[src/rtl/hilbert_envelope.sv]
// Frame-buffered |z|^2 envelope: captures N analytic samples, then streams
// saturated (r^2 + i^2) >> FRAC under valid/ready and reports the frame peak.
module hilbert_envelope #(
  parameter int WIDTH = 21,
  parameter int FRAC  = 10,
  parameter int N     = 8
) (
  input  logic                    i_clk,
  input  logic                    i_rst,
  input  logic                    i_in_valid,
  input  logic signed [WIDTH-1:0] i_in_r,
  input  logic signed [WIDTH-1:0] i_in_i,
  output logic                    o_in_ready,
  output logic                    o_out_valid,
  input  logic                    i_out_ready,
  output logic [WIDTH-1:0]        o_out_env,
  output logic                    o_out_last,
  output logic                    o_peak_valid,
  output logic [WIDTH-1:0]        o_peak_env,
  output logic [$clog2(N)-1:0]    o_peak_idx
);
  localparam int IW = $clog2(N);

  typedef enum logic [1:0] {S_CAPTURE, S_LOAD, S_DRAIN, S_PEAK} state_t;

  state_t             r_state, w_state_nxt;
  logic [2*WIDTH-1:0] r_buf [N];
  logic [IW-1:0]      r_wr_idx, r_rd_idx, w_rd_nxt, w_sel;
  logic [WIDTH-1:0]   r_max_env, w_max_env, w_env;
  logic [IW-1:0]      r_max_idx, w_max_idx;
  logic               w_acc, w_hs, w_wr_last, w_rd_last;

  // Squares are taken at 2*WIDTH so -2^(WIDTH-1) squares exactly; the sum
  // gets one extra bit before the shift and saturation.
  function automatic logic [WIDTH-1:0] f_env(input logic signed [WIDTH-1:0] a,
                                             input logic signed [WIDTH-1:0] b);
    logic signed [2*WIDTH-1:0] ax, bx, aa, bb;
    logic [2*WIDTH:0]          sum;
    ax  = {{WIDTH{a[WIDTH-1]}}, a};
    bx  = {{WIDTH{b[WIDTH-1]}}, b};
    aa  = ax * ax;
    bb  = bx * bx;
    sum = ({1'b0, aa} + {1'b0, bb}) >> FRAC;
    if (|sum[2*WIDTH:WIDTH]) f_env = '1;
    else                     f_env = sum[WIDTH-1:0];
  endfunction

  assign w_acc     = (r_state == S_CAPTURE) && i_in_valid;
  assign w_hs      = (r_state == S_DRAIN) && o_out_valid && i_out_ready;
  assign w_wr_last = (r_wr_idx == IW'(N-1));
  assign w_rd_last = (r_rd_idx == IW'(N-1));
  assign w_rd_nxt  = r_rd_idx + 1'b1;

  // One squarer pair serves both LOAD (entry 0) and DRAIN (next entry).
  assign w_sel = (r_state == S_DRAIN) ? w_rd_nxt : '0;
  assign w_env = f_env(r_buf[w_sel][2*WIDTH-1:WIDTH], r_buf[w_sel][WIDTH-1:0]);

  // Strict compare keeps the earliest index on ties.
  always_comb begin
    w_max_env = r_max_env;
    w_max_idx = r_max_idx;
    if (o_out_env > r_max_env) begin
      w_max_env = o_out_env;
      w_max_idx = r_rd_idx;
    end
  end

  always_ff @(posedge i_clk) begin
    if (i_rst) r_state <= S_CAPTURE;
    else       r_state <= w_state_nxt;
  end

  always_comb begin
    w_state_nxt = r_state;
    o_in_ready  = 1'b0;
    case (r_state)
      S_CAPTURE: begin
        o_in_ready = 1'b1;
        if (w_acc && w_wr_last) w_state_nxt = S_LOAD;
      end
      S_LOAD:  w_state_nxt = S_DRAIN;
      S_DRAIN: if (w_hs && w_rd_last) w_state_nxt = S_PEAK;
      S_PEAK:  w_state_nxt = S_CAPTURE;
      default: w_state_nxt = S_CAPTURE;
    endcase
  end

  always_ff @(posedge i_clk) begin
    if (!i_rst && w_acc) r_buf[r_wr_idx] <= {i_in_r, i_in_i};
  end

  always_ff @(posedge i_clk) begin
    if (i_rst) begin
      r_wr_idx     <= '0;
      r_rd_idx     <= '0;
      r_max_env    <= '0;
      r_max_idx    <= '0;
      o_out_valid  <= 1'b0;
      o_out_env    <= '0;
      o_out_last   <= 1'b0;
      o_peak_valid <= 1'b0;
      o_peak_env   <= '0;
      o_peak_idx   <= '0;
    end else begin
      o_peak_valid <= 1'b0;
      case (r_state)
        S_CAPTURE: begin
          if (i_in_valid) r_wr_idx <= w_wr_last ? '0 : r_wr_idx + 1'b1;
        end
        S_LOAD: begin
          o_out_env   <= w_env;
          o_out_valid <= 1'b1;
          o_out_last  <= 1'b0;
          r_rd_idx    <= '0;
          r_max_env   <= '0;
          r_max_idx   <= '0;
        end
        S_DRAIN: begin
          if (w_hs) begin
            r_max_env <= w_max_env;
            r_max_idx <= w_max_idx;
            if (w_rd_last) begin
              // Final beat: publish the peak so the pulse lands in PEAK.
              o_out_valid  <= 1'b0;
              o_out_last   <= 1'b0;
              o_peak_valid <= 1'b1;
              o_peak_env   <= w_max_env;
              o_peak_idx   <= w_max_idx;
            end else begin
              r_rd_idx   <= w_rd_nxt;
              o_out_env  <= w_env;
              o_out_last <= (w_rd_nxt == IW'(N-1));
            end
          end
        end
        default: ;
      endcase
    end
  end

endmodule

[config.mk]
export PLATFORM = sky130hd
export DESIGN_NAME = hilbert_envelope
export DESIGN_NICKNAME = d
export VERILOG_FILES = /design/src/rtl/hilbert_envelope.sv
export SDC_FILE = /design/constraint.sdc
export NUM_CORES = 2
export LEC_CHECK = 0
export CAP_MARGIN = 25
export CORE_UTILIZATION = 26
export CTS_BUF_LIST = sky130_fd_sc_hd__clkbuf_8
export DETAILED_ROUTE_END_ITERATION = 10
export HOLD_SLACK_MARGIN = 0.05
export PLACE_DENSITY = 0.51
export SLEW_MARGIN = 40
export SYNTH_ARGS = -nofsm -noshare
export SYNTH_HDL_FRONTEND = slang
export SYNTH_SLANG_ARGS = --single-unit
export TNS_END_PERCENT = 100
[constraint.sdc]
create_clock -name i_clk -period 14.2 [get_ports i_clk]
set_clock_uncertainty 0.15 [all_clocks]
set_input_delay 3.55 -clock i_clk [delete_from_list [all_inputs] [get_ports i_clk]]
set_output_delay 3.55 -clock i_clk [all_outputs]
set_load 0.005 [all_outputs]
Word-level counts from Yosys, hierarchy flattened:

Memory sizes are Yosys's and may differ from the RTL's.
Index checks and enable logic that the tools add are counted.

* multiply operators: 2
* reduce and logical (&&, ||, !) cells: 17
* multiplexer cells: 28
* magnitude comparators: 1
* add/subtract/negate cells: 3
* equal/unequal tests: 11
* bitwise gates (word level): 2

Operators by type and width (number)
* 21-bit 2-to-1 mux: 5
* 21-bit by 21-bit multiplier with 42-bit output: 2
* 21-bit one-hot mux with 2 select lines: 2
* 42-bit by 42-bit adder with 43-bit output: 1
* 21-bit greater-than comparator: 1
* 3-bit 2-to-1 mux: 6
* 3-bit one-hot mux with 2 select lines: 2
* 12-bit OR reduction: 1
* 3-bit equality test, second input constant: 3
* 3-bit AND reduction: 3
* 1-bit 2-to-1 mux: 8
* 2-bit one-hot mux with 4 select lines: 1
* 3-bit by 1-bit adder with 3-bit output, second input constant: 2
* 1-bit logical AND: 6
* 2-bit inequality test, second input constant: 3
* 2-bit AND reduction: 3
* 2-bit equality test, second input constant: 2
* 2-bit 2-to-1 mux: 2
* 2-bit by 1-bit inequality test with 1-bit output, second input constant: 2
* 1-bit one-hot mux with 2 select lines: 2
* 3-bit OR reduction: 1
* 2-bit by 1-bit equality test with 1-bit output, second input constant: 1
* 2-bit logical NOT: 1
* 1-bit NOT: 2
* 2 further kinds: 2

* word-level logic and storage cells: 76
* bits in writable memories: 336
* bits in registers: 80
* memories kept: 1
* output and inout port bits: 49

Memories
* r_buf: words 8, width 42, rd ports 1, clocked after Yosys merged registers in 0, wr ports 1, RTL line 27 `logic [2*WIDTH-1:0] r_buf [N];`

Depth between registers and ports, before layout:

An unclocked memory read counts as a cell.

* depth after elaboration: 10
* mapped depth: 56

Worst setup path after synthesis:

OpenSTA, ideal clock, no wires.

* path kind: flip-flop to flip-flop
* start point: reg r_rd_idx[0]
* end point: reg o_out_env[10]
* arrival time: 11.378 ns
* cell stages (with the launch flop): 56
* slack: 2.526 ns
* path buffers: 7
* path through: dfxtp_1 ha_1 ha_1 buf_6 and2_1 buf_2 buf_2 buf_1 clkbuf_1 o221ai_1 o21ai_0 nand2_1 and2_1 buf_1 nor2_1 inv_1 fa_1 inv_1 [20 not listed] a2111oi_0 nor3_1 a21oi_1 o21bai_1 xor2_1 ha_1 a21oi_1 o21bai_1 a21oi_1 a21boi_0 xnor2_1 a211oi_1 nand4_1 a211oi_2 nand4_1 nor4_4 buf_6 a211oi_2

* word-level cells in the longest chain between the ends: 10

Ends and longest elaborated chain
* start, declared: RTL line 28 `logic [IW-1:0] r_wr_idx, r_rd_idx, w_rd_nxt, w_sel;`
* start signal, assigned: RTL line 130 `r_rd_idx <= w_rd_nxt;`
* 3-bit by 1-bit adder with 3-bit output: RTL line 52 `assign w_rd_nxt = r_rd_idx + 1'b1;`
* 3-bit 2-to-1 mux: RTL line 55 `assign w_sel = (r_state == S_DRAIN) ? w_rd_nxt : '0;`
* memory read 8 x 42 bit
* 21-bit by 21-bit multiplier with 42-bit output (on tied branches): RTL line 41, 42
* 42-bit by 42-bit adder with 43-bit output: RTL line 43 `sum = ({1'b0, aa} + {1'b0, bb}) >> FRAC;`
* 12-bit OR reduction: RTL line 44 `if (|sum[2*WIDTH:WIDTH]) f_env = '1;`
* 21-bit 2-to-1 mux: RTL line 44
* 21-bit 2-to-1 mux: RTL line 122 `if (w_rd_last) begin`
* 21-bit 2-to-1 mux: RTL line 119 `if (w_hs) begin`
* 21-bit one-hot mux with 2 select lines: RTL line 106 `case (r_state)`
* end signal, assigned: RTL line 111 `o_out_env <= w_env;`
* end signal, assigned: RTL line 131 `o_out_env <= w_env;`
* end, declared: RTL line 16 `output logic [WIDTH-1:0] o_out_env,`

Parallel ways exist; a longest one is shown, timed or not. The select of a mux whose other input is x is not followed.
A chain may end at the register's enable or synchronous reset.

Worst setup path after layout:

* start point: reg r_rd_idx[0]
* end point: reg o_out_env[6]

Same word-level chain as after synthesis.

==> flow_summary.yaml <==
synth:
  yosys_warnings: 0
  synth_area_leaders: "fa_1 (35%), edfxtp_1 (21%), ha_1 (8.4%), inv_1 (8.0%), nand2_1 (3.6%)"
  yosysMostFrequentCell: "inv_1"
  synth_common_cells: "inv_1 (1002), fa_1 (834), nand2_1 (457)"
  ys.flop_type: "edfxtp_1"
  syn-instance-count: 4494
  avgSynthCellArea_um2: 10.5
  yosysUniqueCellTypes: 80
  syn_nets: 5690
  synth_async_sr_flop_share_pct: 0
  yosysTopAreaCell: "fa_1"
  ys_seq_area_share_pct: 24.8
  ys_ff_latch: 416
  yosys.area.top_type_share_pct: 35.3
  synth-edff-count: 336
  syn-cell-area_um2: 47200
drt:
  wl_per_cell_um: 18.8
  wl_met3_um: 8030
  initialDrtViolationCount: 2153
  routed-wl-met2_um: 62400
  detail_route.first_pass.iterations: 5
  top_layer: "met5"
  wl_met1_um: 58300
  ant_nets: 0
  drc: 0
  viasPerCell: 4.54
  num_vias: 31800
  drt_wl_total_um: 132000
critical_path:
  cpPeakStageDelay_ns: 0.68
  slowest_stage: "ha_2"
  critPathKind: "reg2reg"
  path_common_cell: "fa_1"
  crit_arrival_ns: 13.84
  crit_required_ns: 14.56
  endpoint_kind: "flop"
  critPathLaunchType: "flop"
  crit_path_max_fanout: 34
clock_network:
  holdBufCountCts: 0
  cts_tree: "yes"
  cts.sinks: 416
  htree_levels: 3
  clock_latency_ns: 0.70
  clk_pin_slew_ns: 0.06
  numCtsBuffers: 70
  clockRootBuffer: "clkbuf_8"
  clockBufferDepth: 3
placed_design:
  place_congestion: 0.882
  port_buffers: 94
  hpwl_um: 102000
floorplanning:
  pin_count: 95
  core_um2: 181000
  dieHeight_um: 428
  initial_core_util_pct: 26.2
  die_w_um: 428
  design.die.area_um2: 183000
  num_rows: 156
sta:
  fmax_mhz: 74.2
  timing.slew.headroom_pct: 44.4
  fin_crit_sh_pct: 94.9
  rsz0062_at_grt: "false"
  period_minus_slack_ns: 13.48
  finalHoldViolCount: 0
  fin_tns_setup_ns: 0
  finalSetupViolCount: 0
  finalMaxSlewViolations: 0
  worstMarginPinSlew_ns: 0.833
grt:
  grt_pass1_vias: 34500
  grt-ovfl-total: 0
  grt_usage_pct: 14.6
  grt_pass1_wl_um: 205000
  grt_antenna_before_repair: 12
  grt_max_degree: 77
cells_and_area:
  drive_gt1_share_pct: 6.34
  area_growth_pct: 11.4
  nets: 5781
min_path:
  hp-class: "reg2reg"
status:
  status: "completed"
run:
  maxCapViolCount: 0
==> through the flow <==
| stage | instance area [µm²] | hold WS, ns | worst slack, ns | cells | util (%) |
|---|---|---|---|---|---|
| floorplan | 47200 | 0.299 | 2.53 | 4494 | - |
| global placement | 51200 | 0.288 | 1.07 | 6876 | 28.4 |
| detailed placement | 51200 | 0.294 | 0.861 | 6877 | 28.4 |
| CTS | 52500 | 0.307 | 0.827 | 6999 | 29.1 |
| global route | 52600 | 0.331 | 0.0453 | 7013 | 29.2 |
| finish | 52600 | 0.300 | 0.719 | 7013 | 29.2 |
==> cell families (layout without fill, tap and decap cells) <==
| kind of cell | Yosys count | after routing | share of synthesized area (%) |
|---|---|---|---|
| buffers and inverters | 1172 | 1311 | 9.41 |
| adder cells (fa/ha/maj) | 1150 | 1150 | 43.7 |
| AND/OR/NAND/NOR | 964 | 966 | 8.72 |
| AO/OA/AOI/OAI | 583 | 583 | 8.25 |
| flip-flops | 416 | 416 | 24.8 |
| XOR/XNOR | 136 | 136 | 2.52 |
| multiplexers | 73 | 73 | 2.63 |
| other | 0 | 8 | 0 |
==> metal layers <==
layer	global-route usage, %	up-vias
li1	-	14400
met1	19.6	16400
met2	24.2	860
met3	2.56	152
met4	3.85	2
met5	0	-
==> area by class of cell <==
type / count / area [µm²]
clock buffers: 71 / 977
multi-input cells: 2908 / 31200
repair buffers: 178 / 1610
fillers: 18800 / 128000
diodes: 8 / 20.0
clock inverters: 51 / 343
well taps: 2370 / 2970
inverters: 1011 / 3800
flip-flops and latches: 416 / 11700
==> registers in the layout, indices dropped and copies added (netlist names) <==
name and cells:
r_buf 336, o_out_env 21, o_peak_env 21, r_max_env 21
o_peak_idx 3, r_max_idx 3, r_rd_idx 3, r_wr_idx 3
r_state 2, o_out_last 1, o_out_valid 1, o_peak_valid 1
==> critical path, delay by kind of cell (launching register included) <==
family	cells	cell delay [ns]
simple gates	14	3.63
compound gates	6	1.40
fa+ha+maj	11	5.31
buf+inv	8	1.33
mux	2	0.87
flops	1	0.42
xor+xnor	1	0.15
==> cell usage in the layout (no fill, tap or decap), types with 68 or more instances in the layout <==
cell type	netlist	routed
nor2_1	297	290
xnor2_1	100	100
edfxtp_1	336	336
clkdlybuf4s50_1	0	93
buf_4	1	79
a21oi_1	142	141
clkbuf_8	0	71
nand2_1	457	455
a21o_1	68	68
dfxtp_1	80	79
ha_1	316	315
fa_1	834	834
o21ai_0	156	156
inv_1	1002	1019
==> worst paths after layout <==
check,startpoint,end,slack [ns],cells past startpoint
max,r_rd_idx[0],o_out_env[6],0.72,42
min,o_peak_env[9],o_peak_env[9],0.30,2
max reg2reg,r_rd_idx[0],o_out_env[6],0.72,42
min reg2reg,o_peak_env[9],o_peak_env[9],0.30,2
==> timing repair <==
item | 4_1_cts | 5_1_grt
gates resized for setup | 0 | 1
hold endpoints to repair | 0 | 0
buffers inserted | 0 | 3
setup endpoints to repair | 0 | 21
Power is not shown: default switching activity piles up to over one toggle a cycle in this logic, so the estimate is an artifact.
